File: config.mk
export PLATFORM = sky130hd
export DESIGN_NAME = pc_sequencer_flat
export DESIGN_NICKNAME = d
export VERILOG_FILES = /design/src/rtl/pc_sequencer_if.sv /design/src/rtl/pc_sequencer.sv /design/src/flat_wrapper.sv
export SDC_FILE = /design/constraint.sdc
export NUM_CORES = 1
export LEC_CHECK = 0
export CORE_UTILIZATION = 35
export DETAILED_ROUTE_END_ITERATION = 8
export GPL_TIMING_DRIVEN = 1
export HOLD_SLACK_MARGIN = 0.12
export PLACE_DENSITY = 0.53
export SLEW_MARGIN = 20
export SYNTH_ARGS = -nofsm -noshare
export SYNTH_HDL_FRONTEND = slang
export SYNTH_SLANG_ARGS = --single-unit
export TNS_END_PERCENT = 100
File: constraint.sdc
create_clock -name clk -period 6.01 [get_ports clk]
set_clock_uncertainty 0.1 [all_clocks]
set_input_delay 1.202 -clock clk [delete_from_list [all_inputs] [get_ports clk]]
set_output_delay 1.202 -clock clk [all_outputs]
set_load 0.1 [all_outputs]
File: src/rtl/pc_sequencer_if.sv
// Command and status bundle for the program-counter sequencer.
// The master drives command strobes and operands; the slave returns the PC and RAS status.
interface pc_sequencer_if #(
  parameter int unsigned WIDTH     = 32,
  parameter int unsigned RAS_DEPTH = 4
);
  localparam int unsigned CW = $clog2(RAS_DEPTH + 1);

  logic             stall;
  logic             load;
  logic             call;
  logic             ret;
  logic             branch;
  logic             increment;
  logic             err_clr;
  logic [WIDTH-1:0] D;
  logic [WIDTH-1:0] offset;
  logic [WIDTH-1:0] Q;
  logic [CW-1:0]    ras_count;
  logic             ras_empty;
  logic             ras_full;
  logic             ras_overflow;
  logic             ras_underflow;

  modport master (
    output stall, load, call, ret, branch, increment, err_clr, D, offset,
    input  Q, ras_count, ras_empty, ras_full, ras_overflow, ras_underflow
  );

  modport slave (
    input  stall, load, call, ret, branch, increment, err_clr, D, offset,
    output Q, ras_count, ras_empty, ras_full, ras_overflow, ras_underflow
  );
endinterface

File: src/rtl/pc_sequencer.sv
// Program-counter sequencer: step, load, relative branch and call/return.
// Return addresses live in a circular stack that overwrites its oldest entry when full.
module pc_sequencer #(
  parameter int unsigned     WIDTH       = 32,
  parameter logic [WIDTH-1:0] STEP        = WIDTH'(1),
  parameter logic [WIDTH-1:0] RESET_VALUE = '0,
  parameter int unsigned     RAS_DEPTH   = 4
) (
  input  logic             clk,
  input  logic             clr,
  pc_sequencer_if.slave    bus
);
  localparam int unsigned CW = $clog2(RAS_DEPTH + 1);
  localparam int unsigned PW = $clog2(RAS_DEPTH);

  logic [WIDTH-1:0] r_q;
  logic [CW-1:0]    r_count;
  logic [PW-1:0]    r_top;
  logic             r_empty;
  logic             r_full;
  logic             r_ovf;
  logic             r_unf;
  logic [WIDTH-1:0] r_ras [RAS_DEPTH];

  logic [WIDTH-1:0] w_q_nxt;
  logic [CW-1:0]    w_count_nxt;
  logic [PW-1:0]    w_top_nxt;
  logic             w_push;
  logic [WIDTH-1:0] w_push_data;
  logic             w_ovf_set;
  logic             w_unf_set;

  // Priority decode of the command strobes; everything is frozen while stalled.
  always_comb begin
    w_q_nxt     = r_q;
    w_count_nxt = r_count;
    w_top_nxt   = r_top;
    w_push      = 1'b0;
    w_push_data = r_q + STEP;
    w_ovf_set   = 1'b0;
    w_unf_set   = 1'b0;
    if (!bus.stall) begin
      if (bus.load) begin
        w_q_nxt = bus.D;
      end else if (bus.call) begin
        w_push    = 1'b1;
        w_q_nxt   = bus.D;
        w_top_nxt = r_top + PW'(1);
        if (r_count == CW'(RAS_DEPTH)) begin
          w_ovf_set = 1'b1;
        end else begin
          w_count_nxt = r_count + CW'(1);
        end
      end else if (bus.ret) begin
        if (r_count == '0) begin
          w_unf_set = 1'b1;
        end else begin
          w_q_nxt     = r_ras[r_top];
          w_top_nxt   = r_top - PW'(1);
          w_count_nxt = r_count - CW'(1);
        end
      end else if (bus.branch) begin
        w_q_nxt = r_q + bus.offset;
      end else if (bus.increment) begin
        w_q_nxt = r_q + STEP;
      end
    end
  end

  // PC, stack pointer, count and sticky flags; a new error wins over err_clr.
  always_ff @(posedge clk) begin
    if (clr) begin
      r_q     <= RESET_VALUE;
      r_count <= '0;
      r_top   <= '1;
      r_empty <= 1'b1;
      r_full  <= 1'b0;
      r_ovf   <= 1'b0;
      r_unf   <= 1'b0;
    end else begin
      r_q     <= w_q_nxt;
      r_count <= w_count_nxt;
      r_top   <= w_top_nxt;
      r_empty <= (w_count_nxt == '0);
      r_full  <= (w_count_nxt == CW'(RAS_DEPTH));
      r_ovf   <= w_ovf_set | (r_ovf & ~bus.err_clr);
      r_unf   <= w_unf_set | (r_unf & ~bus.err_clr);
    end
  end

  // Stack storage carries no reset; entries past ras_count are never read.
  always_ff @(posedge clk) begin
    if (!clr && w_push) begin
      r_ras[w_top_nxt] <= w_push_data;
    end
  end

  assign bus.Q             = r_q;
  assign bus.ras_count     = r_count;
  assign bus.ras_empty     = r_empty;
  assign bus.ras_full      = r_full;
  assign bus.ras_overflow  = r_ovf;
  assign bus.ras_underflow = r_unf;
endmodule

File: src/flat_wrapper.sv
// flat-port wrapper written by rule: the top's interface ports become plain ports
module pc_sequencer_flat 
#(
  parameter int unsigned     WIDTH       = 32,
  parameter logic [WIDTH-1:0] STEP        = WIDTH'(1),
  parameter logic [WIDTH-1:0] RESET_VALUE = '0,
  parameter int unsigned     RAS_DEPTH   = 4
)
  (clk, clr, bus_stall, bus_load, bus_call, bus_ret, bus_branch, bus_increment, bus_err_clr, bus_D, bus_offset, bus_Q, bus_ras_count, bus_ras_empty, bus_ras_full, bus_ras_overflow, bus_ras_underflow);
  pc_sequencer_if #(.WIDTH(WIDTH), .RAS_DEPTH(RAS_DEPTH)) bus_i ();
  input  logic clk;
  input  logic clr;
  input wire logic [$bits(bus_i.stall)-1:0] bus_stall;
  input wire logic [$bits(bus_i.load)-1:0] bus_load;
  input wire logic [$bits(bus_i.call)-1:0] bus_call;
  input wire logic [$bits(bus_i.ret)-1:0] bus_ret;
  input wire logic [$bits(bus_i.branch)-1:0] bus_branch;
  input wire logic [$bits(bus_i.increment)-1:0] bus_increment;
  input wire logic [$bits(bus_i.err_clr)-1:0] bus_err_clr;
  input wire logic [$bits(bus_i.D)-1:0] bus_D;
  input wire logic [$bits(bus_i.offset)-1:0] bus_offset;
  output wire logic [$bits(bus_i.Q)-1:0] bus_Q;
  output wire logic [$bits(bus_i.ras_count)-1:0] bus_ras_count;
  output wire logic [$bits(bus_i.ras_empty)-1:0] bus_ras_empty;
  output wire logic [$bits(bus_i.ras_full)-1:0] bus_ras_full;
  output wire logic [$bits(bus_i.ras_overflow)-1:0] bus_ras_overflow;
  output wire logic [$bits(bus_i.ras_underflow)-1:0] bus_ras_underflow;
  assign bus_i.stall = bus_stall;
  assign bus_i.load = bus_load;
  assign bus_i.call = bus_call;
  assign bus_i.ret = bus_ret;
  assign bus_i.branch = bus_branch;
  assign bus_i.increment = bus_increment;
  assign bus_i.err_clr = bus_err_clr;
  assign bus_i.D = bus_D;
  assign bus_i.offset = bus_offset;
  assign bus_Q = bus_i.Q;
  assign bus_ras_count = bus_i.ras_count;
  assign bus_ras_empty = bus_i.ras_empty;
  assign bus_ras_full = bus_i.ras_full;
  assign bus_ras_overflow = bus_i.ras_overflow;
  assign bus_ras_underflow = bus_i.ras_underflow;
  pc_sequencer #(.WIDTH(WIDTH), .STEP(STEP), .RESET_VALUE(RESET_VALUE), .RAS_DEPTH(RAS_DEPTH)) u_core (.clk(clk), .clr(clr), .bus(bus_i));
endmodule
==> impl_results.md <==
- Status: complete, but fails checks
- Failing checks: DRC
- Layout cells sized above 1: approximately 11%
- Gpl congestion: about 0.9
- Critical Path RT: approximately 6.3 ns
- TritonCTS sink count: between 150 and 200
- Max Root-Sink Buffers: 2
- Die Area: approximately 0.028 mm²
- GRT Total Usage: a little over a fifth
- Met1 global-route usage: approximately 31%
- Cts hold-fix bufs: 0
- Worst reg2reg startpoint: u_core.bus.Q[1]$_SDFFE_PP0P_
- Drt wl/cell: between 20 and 25 µm
- CTS tree: built
- Clock transition at path regs: 0.07 ns
- GRT overflow: 0
- Crit. End Element: register
- Residual DRC: 2
- Setup_tns: 0 ns
- Filler-free cell count of the finished design: 1287
- Cells along the critical path: clkdlybuf4s50_1 > ha_1 > fa_1 > a211oi_1 > o21ai_1 > a21o_1 > a31oi_1 > o21ai_1 > a31oi_1 > mux2_2 > a21oi_1
- Tot Pwr: roughly 3.2 mW
- R2R setup slack: between 2 and 2.5 ns
- Vias in the first global route: between 7000 and 8000
- Placeable core area: about 0.026 mm²
- Syn_area_per_cell: between 10 and 15 µm²
- Synthesis-stage register bit count: roughly 170
- Worst R2R Path Depth: 9
- Filler Cell Count: about 2500
- Tmin final: ~4.2 ns
- Number of H-tree levels: 4
- Cell area after synthesis: approximately 0.0095 mm²
- Yosys warns: 0
- Maximum vdd drop: approximately 0.17 mV
- Post-DP HPWL: approximately 21000 µm
- Initial core utilization: a little over a third
- HP Class: register to register
- Die Y-Extent: between 150 and 200 µm
- Final Routed Wirelength: roughly 30000 µm
- Final core occ: between 40 and 50%
- CTS Root Cell: clkbuf_16
- Met3 usage: under 10%
- Clk_lat worst skew: roughly 0.43 ns
- Antenna fix cells: 0
- Reg-to-reg critical path endpoint: u_core.bus.Q[28]$_SDFFE_PP0P_
- Via Count: 7490
- Max-slew headroom: roughly a third
- Hold slack: approximately 0.36 ns
- P_leak: slightly above 4 nW
- WHS Path Cells: 2
- Worst Hold End: u_core.bus.ras_overflow$_SDFF_PP0_
- Pwr dens: 276 mW/mm²
- Main synth FF type: edfxtp_1
- Antenna-violating nets left: 0
- Post-synthesis sequential area ratio: between 40% and 50%
- Synth top area share: between 40% and 50%
- Netlist cell types: 75
- Max Slew Vio Count: 0
- Layout Nets: ~1000
- Crit path max fanout: 3
- Num ports: between 100 and 150
- Area Overhead vs Synth: 21.7%
- Worst hold start: u_core.bus.ras_overflow$_SDFF_PP0_
- Synth top area cells: edfxtp_1 41%, dfxtp_1 8.7%, mux4_2 7.4%, ha_1 4.6%, a21oi_1 3.5%
- Max cap viols: 0
- Final setup violating endpoints: 0
- Post-CTS sizing: 0
- DRT Pass-1 Iters: 7
- Routed vias/inst: between 5 and 6
- Area leader, netlist: edfxtp_1
- CP max stage delay: approximately 0.48 ns
- Inst Count DP: 1255
- Mapped Nets: 948
- Highest Clock Rate: between 200 and 250 MHz
- Global-route wire length before repair: 45500 µm
- RSZ-0062 raised after global routing: no
- CP Class: input port to register
- Gr busiest metal: met2
- Antenna violations before repair: 0
- Most frequent cell after synthesis: edfxtp_1
- Fin crit share: 70.1%
- Setup Buffers After CTS: 0
- Async SR Flop Fraction: 0%
- # rows: 59
- Final hold viol count: 0
- Chip width: between 150 and 200 µm
- Least-Margin Pin Slew: ~1.0 ns
- CP max stage cell: a211oi_1
- GRT met2 Usage: 36.0%
- Num CTS Buffers: 17
- Critical Path Start Type: input port
- Post-synth EDFFs: roughly 130
- Initial DRC count: 594
- Input/output buffers: between 100 and 150
- Critical path arrival: around 4.5 ns
- Largest net degree at the start of global routing: 38
- Top post-synthesis cells by count: 128 x edfxtp_1, 69 x nand2_1, 67 x a21oi_1
- Mapped Cells: around 840
[flip-flops by register name, indices dropped and copies added (netlist names)]
| name | cells |
|---|---|
| u_core.r_ras | 128 |
| u_core.bus.Q | 32 |
| u_core.bus.ras_count | 3 |
| u_core.r_top | 2 |
| u_core.bus.ras_empty | 1 |
| u_core.bus.ras_full | 1 |
| u_core.bus.ras_overflow | 1 |
| u_core.bus.ras_underflow | 1 |
[cells by family (layout without fill, tap and decap cells)]
| group | after synthesis | count (layout) | share of synthesized area (%) |
|---|---|---|---|
| buf+inv | 60 | 173 | 3.16 |
| simple gates | 245 | 245 | 13.2 |
| mux | 43 | 43 | 8.84 |
| xor+xnor | 54 | 54 | 5.00 |
| fa+ha+maj | 36 | 36 | 4.84 |
| flops | 169 | 169 | 49.3 |
| compound gates | 232 | 232 | 15.6 |
[worst max-delay path by stage]
| stage | start | endpoint | cells after the start |
|---|---|---|---|
| after CTS | bus_offset[0] | u_core.bus.Q[26]$_SDFFE_PP0P_ | 11 |
| after detailed placement | bus_offset[0] | u_core.bus.Q[26]$_SDFFE_PP0P_ | 11 |
| after global placement | bus_offset[0] | u_core.bus.Q[26]$_SDFFE_PP0P_ | 11 |
| after global routing | bus_offset[0] | u_core.bus.Q[26]$_SDFFE_PP0P_ | 11 |
| final | bus_offset[0] | u_core.bus.Q[26]$_SDFFE_PP0P_ | 11 |
| after floorplan | clr | u_core.r_ras[1][0]$_DFFE_PP_ | 3 |
[routing by layer]
metal / share of wire [%] / up-vias
met3: 4.6 / 37
met1: 45 / 3725
met5: 0 / -
met2: 48 / 270
li1: - / 3458
met4: 1.8 / 0
[where the power goes]
group,internal (mW),switching (mW),total (mW)
registers,1.29,0.0519,1.34
logic,0.236,0.424,0.660
clock network,0.640,0.535,1.17
[layout make-up]
cell class | instances | area [µm²] | share of cell area [%]
multi-input cells | 610 | 4510 | 39.2
well taps | 335 | 419 | 3.64
repair buffers | 129 | 1240 | 10.8
clock buffers | 17 | 425 | 3.70
clock inverters | 15 | 199 | 1.73
flip-flops and latches | 169 | 4670 | 40.5
inverters | 12 | 45.0 | 0.391
[through the flow]
step,setup slack (ns),instance area [µm²]
6_report,1.80,11500
3_3_place_gp,1.50,10900
2_1_floorplan,0.748,9460
5_1_grt,1.64,11500
3_5_place_dp,1.45,10900
4_1_cts,1.89,11500
[layout by cell type, fill, tap and decap left out, types with 10 or more instances in the layout]
cell | synthesis | layout
inv_1 | 10 | 10
dfxtp_1 | 41 | 39
clkdlybuf4s50_1 | 0 | 110
mux4_2 | 31 | 31
and3_1 | 24 | 24
nor3_1 | 18 | 18
o21ai_0 | 40 | 40
nand3_1 | 22 | 22
buf_4 | 1 | 18
a21o_1 | 20 | 20
o22ai_1 | 18 | 18
xor2_1 | 18 | 18
nand2_1 | 69 | 69
a31oi_1 | 11 | 11
edfxtp_1 | 128 | 128
nand4_1 | 14 | 14
xnor2_1 | 36 | 36
ha_1 | 35 | 35
o211ai_1 | 13 | 13
a21oi_1 | 67 | 67
mux2i_1 | 10 | 10
clkbuf_16 | 0 | 17
a211oi_1 | 15 | 15
nor2_1 | 56 | 54
[worst max-delay path, delay by kind of cell]
kind	cells	cell delay, ns
compound gates	7	1.83
fa+ha+maj	2	0.68
buf+inv	1	0.40
mux	1	0.36
Note: power is estimated with default switching activity, not from simulation.
